===== config.mk =====
export PLATFORM = sky130hd
export DESIGN_NAME = gate_bist
export DESIGN_NICKNAME = d
export VERILOG_FILES = /design/src/rtl/gate_bist.sv
export SDC_FILE = /design/constraint.sdc
export NUM_CORES = 1
export LEC_CHECK = 0
export ABC_CLOCK_PERIOD_IN_PS = 2200
export BUFFER_PORTS_ARGS = -buffer_cell sky130_fd_sc_hd__buf_4
export CAP_MARGIN = 5
export CORE_ASPECT_RATIO = 1.2
export CORE_MARGIN = 2
export CORE_UTILIZATION = 39
export CTS_CLUSTER_SIZE = 40
export DETAILED_ROUTE_END_ITERATION = 10
export GPL_ROUTABILITY_DRIVEN = 0
export PLACE_DENSITY = 0.62
export RECOVER_POWER = 50
export REMOVE_ABC_BUFFERS = 1
export SETUP_SLACK_MARGIN = 0.05
export SYNTH_ARGS = -nofsm -noshare
export SYNTH_HDL_FRONTEND = slang
export SYNTH_SLANG_ARGS = --single-unit
export TNS_END_PERCENT = 1

===== constraint.sdc =====
create_clock -name clk -period 2.2 [get_ports clk]
set_clock_uncertainty 0.05 [all_clocks]
set_input_delay 0.11 -clock clk [delete_from_list [all_inputs] [get_ports clk]]
set_output_delay 0.11 -clock clk [all_outputs]
set_load 0.03 [all_outputs]

===== src/rtl/gate_bist.sv =====
// Exhaustive BIST for 2-input bitwise gates.
// Sweeps a/b, settles, samples y, and tallies mismatches.
module gate_bist #(
  parameter int WIDTH  = 1,
  parameter int OP     = 1,
  parameter int SETTLE = 1
) (
  input  logic             clk,
  input  logic             rst,
  input  logic             start,
  output logic [WIDTH-1:0] a,
  output logic [WIDTH-1:0] b,
  input  logic [WIDTH-1:0] y,
  output logic             busy,
  output logic             done,
  output logic             pass,
  output logic [7:0]       err_count,
  output logic [WIDTH-1:0] fail_a,
  output logic [WIDTH-1:0] fail_b
);

  localparam int VW = 2 * WIDTH;
  localparam int CW = (SETTLE > 1) ? $clog2(SETTLE) : 1;
  localparam logic [CW-1:0] CLAST = CW'(SETTLE - 1);

  typedef enum logic [1:0] {
    S_IDLE,
    S_WAIT,
    S_CHECK,
    S_DONE
  } state_t;

  state_t           state;
  logic [VW-1:0]    vec;
  logic [CW-1:0]    cnt;
  logic [WIDTH-1:0] exp_y;
  logic             miss;
  logic [7:0]       err_nx;

  assign a = vec[WIDTH-1:0];
  assign b = vec[VW-1:WIDTH];

  always_comb begin
    exp_y = '0;
    unique case (1'b1)
      (OP == 0): exp_y = a & b;
      (OP == 1): exp_y = a | b;
      (OP == 2): exp_y = a ^ b;
      default:   exp_y = ~(a & b);
    endcase
  end

  assign miss   = (y != exp_y);
  assign err_nx = (miss && err_count != 8'hFF)
                ? err_count + 8'd1 : err_count;

  always_ff @(posedge clk or posedge rst) begin
    if (rst) begin
      state     <= S_IDLE;
      vec       <= '0;
      cnt       <= '0;
      busy      <= 1'b0;
      done      <= 1'b0;
      pass      <= 1'b0;
      err_count <= 8'd0;
      fail_a    <= '0;
      fail_b    <= '0;
    end else begin
      unique case (state)
        S_IDLE: begin
          if (start) begin
            vec       <= '0;
            cnt       <= '0;
            err_count <= 8'd0;
            fail_a    <= '0;
            fail_b    <= '0;
            busy      <= 1'b1;
            state     <= S_WAIT;
          end
        end
        S_WAIT: begin
          if (cnt == CLAST) begin
            state <= S_CHECK;
          end else begin
            cnt <= cnt + CW'(1);
          end
        end
        S_CHECK: begin
          err_count <= err_nx;
          // only the first failing vector is kept
          if (miss && err_count == 8'd0) begin
            fail_a <= a;
            fail_b <= b;
          end
          if (&vec) begin
            busy  <= 1'b0;
            done  <= 1'b1;
            pass  <= (err_nx == 8'd0);
            state <= S_DONE;
          end else begin
            vec   <= vec + VW'(1);
            cnt   <= '0;
            state <= S_WAIT;
          end
        end
        S_DONE: begin
          done  <= 1'b0;
          state <= S_IDLE;
        end
        default: state <= S_IDLE;
      endcase
    end
  end

endmodule

# ---- Word-level counts from Yosys, hierarchy flattened
# Cells that the tools add are included.
dict set report op_classes {
  add_sub_neg 3
  n_eq_ne 10
  n_mux 23
  n_bitwise 1
  reduce_logical 17
}
# cell count
set ops {}
lappend ops {{$logic_not 8->1} 2}
lappend ops {{$mux 8} 2}
lappend ops {{$pmux 8 s2} 1}
lappend ops {{$reduce_and 3->1} 5}
lappend ops {{$mux 2} 5}
lappend ops {{$ne 2x2->1 const B} 5}
lappend ops {{$add 8x1->8 const B} 1}
lappend ops {{$mux 1} 8}
lappend ops {{$ne 8x8->1 const B} 1}
lappend ops {{$pmux 1 s2} 4}
lappend ops {{$pmux 2 s4} 1}
lappend ops {{$reduce_and 2->1} 4}
lappend ops {{$eq 2x2->1 const B} 2}
lappend ops {{$pmux 2 s2} 1}
lappend ops {{$reduce_bool 2->1} 2}
lappend ops {{$pmux 1 s3} 1}
lappend ops {{$reduce_bool 3->1} 1}
lappend ops {{$add 2x1->2 const B} 1}
lappend ops {{$eq 2x1->1 const B} 1}
lappend ops {{$logic_and 1x1->1} 2}
lappend ops {{$logic_not 2->1} 1}
lappend ops {{$add 1x1->1 const B} 1}
lappend ops {{$ne 1x1->1} 1}
lappend ops {{$or 1x1->1} 1}
dict set report totals {
  ff_bits 18
  in_bits 4
  output_inout_bits 15
  elab_cells 63
}

# ---- Logic depth before layout (Yosys ltp)
# Gate-level depths: netlist of the first run.
dict set report logic_depth {
  word_depth 5
  depth_mapped 8
  mapped_depth_nobuf 7
}

# ---- Worst setup path before layout of the first run
# Ideal clock, no wire load.
dict set report synth_timing {
  path_kind {flip-flop to flip-flop}
  start {register vec[0]}
  end {register pass}
  setup_time_ns 0.092
  arrival_time_ns 1.910
  setup_slack_ns 0.149
  stages_incl_launch_ff 8
  n_path_buf 0
  synth_period_minus_slack_ns 2.051
  cell_sequence {dfrtp_1 > inv_1 > ha_1 > xor2_2 > nor3_1 > mux2i_1 > o211ai_1 > o31ai_2}
}
dict set report synth_between {
  elab_chain_len 5
}
# item line
set synth_lines {}
lappend synth_lines {{start: declaration} 34} ;# logic [VW-1:0] vec;
lappend synth_lines {{start signal: assignment} 101} ;# vec <= vec + VW'(1);
lappend synth_lines {{$or 1x1->1} 47} ;# (OP == 1): exp_y = a | b;
lappend synth_lines {{$ne 1x1->1} 53} ;# assign miss = (y != exp_y);
lappend synth_lines {{$logic_and 1x1->1} 54} ;# assign err_nx = (miss && err_count != 8'hFF)
lappend synth_lines {{$mux 8} 55} ;# ? err_count + 8'd1 : err_count;
lappend synth_lines {{$logic_not 8->1} 98} ;# pass <= (err_nx == 8'd0);
lappend synth_lines {{end signal: assignment} 98}
lappend synth_lines {{end: declaration} 16} ;# output logic pass,
# Parallel ways exist; a longest one is shown, timed or not.
# A chain may end at the register's enable or synchronous reset.

# ---- Final worst setup path of the first run
# Ends and elaborated chain as after synthesis.

==> impl_metrics.tcl, run 1 <==
set metrics [dict create \
    finalCritPeriodShare_pct 91.97 \
    finalPower_uw 1407 \
    regToRegSetupSlack_ns 0.18 \
    drt-initial-drc-count 34 \
    die-width_um 51.42 \
    path_cells "inv_1, ha_1, xor2_2, a211oi_2, or3_1, a21o_1, o31ai_2" \
    wirelength_mm 2.421 \
    ys_seq_area_share_pct 40.43 \
    fp-row-count 20 \
    reg2reg_depth 7 \
    routedWlPerCell_um 13.76 \
    clock_latency_ns 0.29 \
    clockRootBuffer "clkbuf_4" \
    crit_slowest_cell "dfrtp_1" \
    maxSlewViolCount 0 \
    numPortBuffers 18 \
    start_util_pct 41.23 \
    status "complete, no violations" \
    setup_violations 0 \
    hold_viol 0 \
    hp-class "primary input to flop" \
    postPlaceCellArea_mm2 0.001235 \
    overflow 0 \
    fmax_mhz 494.2 \
    clock-sinks 17 \
    ant_nets 0 \
    design_area_mm2 0.001254 \
    holdCritStartpoint "start" \
    layout_min_cycle_time_ns 2.023 \
    final_core_util_pct 49.12 \
    grt_use_total_pct 17.75 \
    grt_pass1_vias 927 \
    num-nets-final 152 \
    async_flop_share_pct 100.0 \
    avgSynthCellArea_um2 8.917 \
    antenna_found_initial 0 \
    hpwlAfterDp_mm 1.841 \
    rsz0062_at_grt "yes" \
    grt_pass1_wl_mm 4.133 \
    syn-cell-area_mm2 0.001052 \
    slew_headroom_pct 56.42 \
    worstSetupPathType "flop to flop" \
    fin_setup_tns_ns 0 \
    coreArea_mm2 0.002552 \
    syn2layout_area_growth_pct 19.14 \
    dieArea_mm2 0.003131 \
    drcViolationCount 0 \
    fillers 257 \
    path_clk_slew_ns 0.10 \
    cts_max_level 1 \
    min_to "busy" \
    arrival_ns 2.18 \
    synth_flop_cell "dfrtp_1" \
    ys_warn_count 0 \
    power.density_mw_per_mm2 1122 \
    cap_violations 0 \
    io_pins 19 \
    synthCells 118 \
    grt_start_max_net_pins 18 \
    cts_tree "yes" \
    r2r_end "pass" \
    vias 979 \
    synth_cell_types 35 \
    max_stage_delay_ns 0.43 \
    cts_buffer_depth 2 \
    peakVddDrop_uv 659.8 \
    die_height_um 60.90 \
    hold_depth 3 \
    worst_pin_slew_ns 0.6530 \
    cp.required_ns 2.36 \
    end_kind "flop" \
    synth_edf_count 0 \
    synth_seq_cells 17 \
    critPathMaxFanout 6 \
    diodes 0 \
    startpoint_type "flop" \
    cts_buffers 3 \
    drive_gt1_share_pct 20.98 \
    vias_per_cell 5.563 \
    drtPass1Iterations 4 \
    reg2reg_from "vec[0]" \
    power_leakage_uw 0.0005372 \
]
-- per-layer routing --
metal / wire length, µm / part of all wire [%] / vias to the layer above / GRT usage (%)
li1: - / - / 477 / -
met1: 970 / 40 / 459 / 21.63
met2: 1281 / 53 / 39 / 31.87
met3: 145 / 6.0 / 4 / 2.217
met4: 24 / 0.99 / 0 / 7.143
met5: 0 / 0 / - / 0
-- cells by family (layout without fill, tap and decap cells) --
| group | count (synthesis) | in the layout | synth area share, % |
|---|---|---|---|
| AOI/OAI and AO/OA | 39 | 39 | 23.07 |
| buffers and inverters | 17 | 42 | 8.678 |
| muxes | 3 | 3 | 2.854 |
| adders and majority gates | 4 | 4 | 4.756 |
| DFF | 17 | 17 | 40.43 |
| and+or+nand+nor | 35 | 35 | 17.00 |
| xor gates and xnor gates | 3 | 3 | 3.211 |
-- area by class of cell --
cell class | count | area, µm² | area share (%)
multi-input cells | 84 | 544.3 | 43.41
flip-flops and latches | 17 | 425.4 | 33.93
repair buffers | 26 | 171.4 | 13.67
inverters | 12 | 45.04 | 3.593
well taps | 33 | 41.29 | 3.293
clock buffers | 4 | 26.28 | 2.096
-- synthesized netlist by cell type (2+ instances only) --
| cell type | number | share of area, % |
|---|---|---|
| a31oi_1 | 3 | 1.8 |
| o211ai_1 | 2 | 1.4 |
| dfrtp_1 | 17 | 40 |
| mux2i_1 | 3 | 2.9 |
| inv_1 | 11 | 3.9 |
| nand4_1 | 5 | 3.0 |
| nand3_1 | 2 | 0.95 |
| nor3_1 | 3 | 1.4 |
| nor2_1 | 5 | 1.8 |
| ha_1 | 4 | 4.8 |
| buf_4 | 2 | 1.4 |
| o22ai_1 | 3 | 1.8 |
| o21ai_0 | 13 | 6.2 |
| xnor2_1 | 2 | 1.7 |
| nand2_1 | 14 | 5.0 |
| o21ai_1 | 2 | 0.95 |
| a21oi_1 | 8 | 3.8 |
| a41oi_1 | 2 | 1.7 |
-- stage by stage --
step	cells	hold WS (ns)	worst slack [ns]
detailed placement	171	0.2127	0.1685
CTS	176	0.09195	0.1492
floorplan	113	-0.01393	-0.1064
finish	176	0.08799	0.1766
global placement	171	0.2061	0.1854
global route	176	0.1230	0.01420
-- repair_timing --
action | 4_1_cts | 5_1_grt
resized for setup | 0 | 2
setup buffers | 0 | 0
hold buffers | 1 | 0
endpoints found under the hold margin | 17 | 0
setup endpoints to repair | 0 | 4
-- critical path: cells and delay by family (launching register included) --
kind            cells  cell delay (ns)
compound gates      3             0.47
flops               1             0.43
xor+xnor            1             0.33
simple gates        1             0.32
fa+ha+maj           1             0.25
buf+inv             1             0.08
-- registers in the layout, summed over array words and instances, names as in the netlist --
signal and count:
busy 1, fail_b 1, done 1, fail_a 1
pass 1, vec 2, err_count 8, state 2
-- cell usage in the layout (no fill, tap or decap) --
| cell type | Yosys | final |
|---|---|---|
| a31oi_1 | 3 | 3 |
| nor4_1 | 1 | 1 |
| nand2_1 | 14 | 14 |
| inv_1 | 11 | 11 |
| inv_2 | 1 | 1 |
| a21o_1 | 1 | 1 |
| o22ai_1 | 3 | 3 |
| clkbuf_1 | 0 | 8 |
| nor3_2 | 0 | 1 |
| o21ai_0 | 13 | 13 |
| a32o_1 | 1 | 1 |
| and3_4 | 1 | 1 |
| o31ai_1 | 1 | 1 |
| a211oi_2 | 1 | 1 |
| dfrtp_1 | 17 | 17 |
| a21oi_2 | 0 | 1 |
| dlygate4sd3_1 | 0 | 1 |
| or3_1 | 1 | 1 |
| clkbuf_4 | 0 | 4 |
| nor3_1 | 3 | 2 |
| buf_4 | 2 | 17 |
| and3_2 | 1 | 1 |
| ha_1 | 4 | 4 |
| nand4_1 | 5 | 5 |
| nand3_1 | 2 | 2 |
| and4_4 | 1 | 1 |
| xor2_2 | 1 | 1 |
| o21ai_1 | 2 | 2 |
| o31ai_2 | 1 | 1 |
| nor2_1 | 5 | 5 |
| mux2i_1 | 3 | 3 |
| and3b_1 | 1 | 1 |
| a22oi_1 | 1 | 1 |
| a41oi_1 | 2 | 2 |
| a21oi_1 | 8 | 7 |
| xnor2_1 | 2 | 2 |
| o211ai_1 | 2 | 2 |
-- worst max path at each step --
| stage | cells past startpoint | startpoint | slack [ns] | to |
|---|---|---|---|---|
| floorplan | 7 | vec[0] | -0.11 | pass |
| global placement | 7 | vec[0] | 0.19 | pass |
| detailed placement | 8 | vec[0] | 0.17 | err_count[6] |
| CTS | 8 | vec[0] | 0.15 | err_count[6] |
| global route | 7 | vec[0] | 0.01 | pass |
| finish | 7 | vec[0] | 0.18 | pass |
-- report_power, final --
| group | switching (µW) | internal, µW | total (µW) | leakage [µW] |
|---|---|---|---|---|
| combinational | 483 | 261 | 744 | 0.000300 |
| clock | 98.8 | 70.5 | 169 | 0.0000150 |
| sequential | 96.9 | 396 | 493 | 0.000222 |
| total | 679 | 728 | 1410 | 0.000537 |
Power figures use the tool's default switching activity.
==> inputs of run 2 (changes only) <==
Settings changed: BUFFER_PORTS_ARGS -buffer_cell sky130_fd_sc_hd__buf_4 to -buffer_cell sky130_fd_sc_hd__buf_2.
==> impl_metrics.tcl, run 2 (same netlist as run 1, synthesis figures left out) <==
set metrics [dict create \
    p_clk_share_pct 12.7 \
    critPathMaxFanout 6 \
    grt_pass1_wl_mm 4.160 \
    num-nets-final 152 \
    largest_register_ffs 8 \
    grt_pass1_vias 976 \
    power_leakage_uw 0.0005325 \
    drive_gt1_share_pct 21.68 \
    peakVddDrop_uv 622.2 \
    grt_use_total_pct 17.86 \
    ant_nets 0 \
    slew_headroom_pct 55.80 \
    vias 965 \
    max_stage_delay_ns 0.44 \
    use_met1_pct 21.34 \
    path_cells "inv_1, ha_1, xor2_2, nor3_2, mux2i_1, o211ai_1, o31ai_2" \
    syn2layout_area_growth_pct 16.88 \
    drt-initial-drc-count 28 \
    cts_buffers 3 \
    end_kind "flop" \
    die-width_um 51.42 \
    reg_top3 "err_count x8, state x2, vec x2" \
    diodes 0 \
    cp.required_ns 2.37 \
    fp-row-count 20 \
    die_height_um 60.90 \
    overflow 0 \
    stdcell_count 176 \
    p_int_uw 705.4 \
    dieArea_mm2 0.003131 \
    path_clk_slew_ns 0.11 \
    mostFrequentLayoutCells "dfrtp_1 (17), nand2_1 (14), o21ai_0 (13), inv_1 (11), buf_2 (11)" \
    clock_latency_ns 0.30 \
    worstSetupPathType "flop to flop" \
    worst_pin_slew_ns 0.6623 \
    hold_viol 0 \
    hp-class "primary input to flop" \
    fillers 270 \
    power.density_mw_per_mm2 1139 \
    status "complete, no violations" \
    routedWlPerCell_um 14.38 \
    fmax_mhz 489.0 \
    layout_commonest_cell "dfrtp_1" \
    hpwlAfterDp_mm 1.854 \
    antenna_found_initial 0 \
    cts_buffer_depth 2 \
    finalCritPeriodShare_pct 92.95 \
    layout_min_cycle_time_ns 2.045 \
    startpoint_type "flop" \
    met3_usage_pct 3.448 \
    cts_tree "yes" \
    numPortBuffers 18 \
    fin_hold_ws_ns 0.09842 \
    wirelength_mm 2.531 \
    arrival_ns 2.22 \
    clockRootBuffer "clkbuf_4" \
    comb_power_share_pct 51.3 \
    setup_violations 0 \
    cap_violations 0 \
    vias_per_cell 5.483 \
    rsz0062_at_grt "no" \
    crit_slowest_cell "dfrtp_1" \
    grt-busiest-layer "met2" \
    swShare_pct 49.66 \
    seq_power_share_pct 36.1 \
    fin_setup_tns_ns 0 \
    drcViolationCount 0 \
    coreArea_mm2 0.002552 \
    grt_start_max_net_pins 18 \
    drtPass1Iterations 4 \
    grt_use_met2_pct 30.40 \
    io_pins 19 \
    p_switching_uw 695.8 \
    cts_max_level 1 \
    start_util_pct 41.23 \
    top_register "err_count" \
    dp_cells 170 \
    clock-sinks 17 \
    maxSlewViolCount 0 \
]
[run 2: stage by stage]
stage	cell area [µm²]	total power (µW)	worst slack, ns	util, %
6_report	1230	1401	0.1552	48.19
5_1_grt	1230	1507	0.04517	48.19
4_1_cts	1222	1416	0.1352	47.89
3_5_place_dp	1182	1231	0.1733	46.32
3_3_place_gp	1182	1210	0.1909	46.32
2_1_floorplan	1006	991.3	-0.1064	-
[run 2: final cells by class]
type | count | area, µm² | area share, %
Clock buffer | 3 | 22.52 | 1.831
Clock inverter | 1 | 7.507 | 0.6104
Inverter | 12 | 45.04 | 3.662
Multi-Input combinational cell | 84 | 544.3 | 44.25
Sequential cell | 17 | 425.4 | 34.59
Tap cell | 33 | 41.29 | 3.357
Timing Repair Buffer | 26 | 143.9 | 11.70
[run 2: layer usage]
layer,part of all wire (%),up-vias,routed length [µm]
met1,43,457,1088
met5,0,-,0
met2,52,30,1317
li1,-,474,-
met3,3.9,4,99
met4,0.99,0,25
[run 2: path summary, 6_finish.rpt]
check                            start            to  slack [ns]  cells after the start
worst max-delay path            vec[0]          pass        0.16                      7
worst min-delay path             start          busy         0.1                      3
worst max register to register  vec[0]          pass        0.16                      7
worst min register to register  fail_a        fail_a        0.48                      2
max in group asynchronous          rst  err_count[1]        1.29                      3
min in group asynchronous          rst  err_count[3]        0.38                      3
[run 2: power groups by stage]
stage | sequential (µW) | combinational [µW] | clock [µW]
2_1_floorplan | 622 | 369 | 0
3_3_place_gp | 503 | 706 | 0
3_5_place_dp | 509 | 722 | 0
4_1_cts | 504 | 729 | 183
5_1_grt | 519 | 786 | 202
6_report | 505 | 719 | 177
[run 2: worst max-delay path: cells and delay by family (launching register included)]
family          cells  cell delay (ns)
buf+inv             1             0.08
mux                 1             0.30
simple gates        1             0.23
fa+ha+maj           1             0.25
compound gates      2             0.39
xor+xnor            1             0.23
flops               1             0.44
[run 2: what timing repair did]
action	CTS	global route
hold buffers	1	0
resized for setup	0	2
setup endpoints to repair	0	4
hold endpoints to repair	17	0
buffers inserted	0	1
==> inputs of run 3 (changes only) <==
Settings changed: PLACE_DENSITY 0.62 to 0.58.
==> impl_metrics.tcl, run 3 (same netlist as run 1, synthesis figures left out) <==
set metrics [dict create \
    status "complete, no violations" \
    r2r_end "pass" \
    critical_path.startpoint "vec[0]" \
    cts_max_level 1 \
    clock_latency_ns 0.30 \
    path_clk_slew_ns 0.11 \
    max_stage_delay_ns 0.44 \
    io_pins 19 \
    grt_start_max_net_pins 18 \
    ant_nets 0 \
    cts_buffer_depth 2 \
    routedWlPerCell_um 13.48 \
    hold_depth 3 \
    numPortBuffers 18 \
    syn2layout_area_growth_pct 18.07 \
    clockRootBuffer "clkbuf_4" \
    fp-row-count 20 \
    reg2reg_depth 7 \
    layout_commonest_cell "dfrtp_1" \
    slew_headroom_pct 55.92 \
    cap_violations 0 \
    rsz0062_at_grt "no" \
    hpwlAfterDp_mm 1.783 \
    dieArea_mm2 0.003131 \
    peakVddDrop_uv 669.9 \
    mostFrequentLayoutCells "dfrtp_1 (17), nand2_1 (14), o21ai_0 (13), inv_1 (11), buf_2 (11)" \
    overflow 0 \
    setup_violations 0 \
    arrival_ns 2.18 \
    fmax_mhz 498.3 \
    crit_slowest_cell "dfrtp_1" \
    die-width_um 51.42 \
    fin_hold_ws_ns 0.09000 \
    worstSetupPathType "flop to flop" \
    antenna_found_initial 0 \
    path_delay_family "compound AO/OA/AOI/OAI gates" \
    fillers 268 \
    hold_viol 0 \
    num-nets-final 154 \
    drt-initial-drc-count 39 \
    reg_top3 "err_count x8, state x2, vec x2" \
    hp-class "primary input to flop" \
    regToRegSetupSlack_ns 0.19 \
    path_buf_inv 1 \
    grt_pass1_wl_mm 4.181 \
    vias_per_cell 5.478 \
    power_leakage_uw 0.0005466 \
    maxSlewViolCount 0 \
    cts_tree "yes" \
    cts_buffers 3 \
    drive_gt1_share_pct 22.76 \
    final_core_util_pct 48.68 \
    coreArea_mm2 0.002552 \
    startpoint_type "flop" \
    die_height_um 60.90 \
    cp.required_ns 2.37 \
    grt_pass1_vias 941 \
    vias 975 \
    layout_min_cycle_time_ns 2.007 \
    path_cells "inv_1, ha_1, xor2_2, a211oi_2, or3_1, a21o_1, o31ai_2" \
    wirelength_mm 2.399 \
    end_kind "flop" \
    power.density_mw_per_mm2 1124 \
    critPathMaxFanout 6 \
    drcViolationCount 0 \
    reg2reg_from "vec[0]" \
    finalCritPeriodShare_pct 91.22 \
    diodes 0 \
    top_register "err_count" \
    largest_register_ffs 8 \
    clock-sinks 17 \
    start_util_pct 41.23 \
    grt_use_total_pct 18.01 \
    holdCritStartpoint "start" \
    drtPass1Iterations 4 \
    worst_pin_slew_ns 0.6604 \
    min_to "busy" \
]
run 3: worst max path at each step:
stage	end	slack (ns)	depth (start not counted)
3_5_place_dp	pass	0.18	7
3_3_place_gp	pass	0.19	7
6_report	pass	0.19	7
2_1_floorplan	pass	-0.11	7
4_1_cts	pass	0.14	7
5_1_grt	pass	0.07	7
run 3: repair_timing:
| action | in CTS | in global routing |
|---|---|---|
| hold endpoints to repair | 17 | 0 |
| setup endpoints to repair | 0 | 4 |
| hold buffers | 1 | 0 |
| resized for setup | 0 | 2 |
| setup buffers | 0 | 2 |
run 3: where the power goes:
group | total, µW | internal [µW] | switching [µW]
sequential | 490 | 396 | 94.0
combinational | 736 | 254 | 482
clock | 171 | 67.6 | 103
run 3: worst min-delay path, cell delays in order:
cell and delay (ns):
buf_2 0.10, a21oi_1 0.06, o21ai_0 0.14
run 3: metal layers:
layer  global-route usage [%]  vias up  wire [µm]  part of all wire, %
met3                    1.478        4        105                  4.4
met2                    31.50       27       1210                   50
li1                         -      482          -                    -
met5                        0        -          0                    0
met1                    22.55      462       1055                   44
met4                    8.647        0         28                  1.2
run 3: layout make-up:
cell class                 count  area (µm²)  share of cell area (%)
clock buffer                   3       22.52                   1.813
clock inverter                 1       5.005                  0.4028
inverter                      12       45.04                   3.625
multi-input combinational     84       544.3                   43.81
sequential                    17       425.4                   34.24
tap                           33       41.29                   3.323
timing repair buffer          28       158.9                   12.79
run 3: metrics by stage:
stage | std cells | TNS, ns | setup WS, ns | instance area [µm²] | power [µW]
floorplan | 113 | -0.1064 | -0.1064 | 1006 | 991.3
global placement | 171 | 0 | 0.1921 | 1190 | 1219
detailed placement | 171 | 0 | 0.1775 | 1190 | 1231
CTS | 176 | 0 | 0.1384 | 1227 | 1406
global route | 178 | 0 | 0.06598 | 1242 | 1515
finish | 178 | 0 | 0.1931 | 1242 | 1397
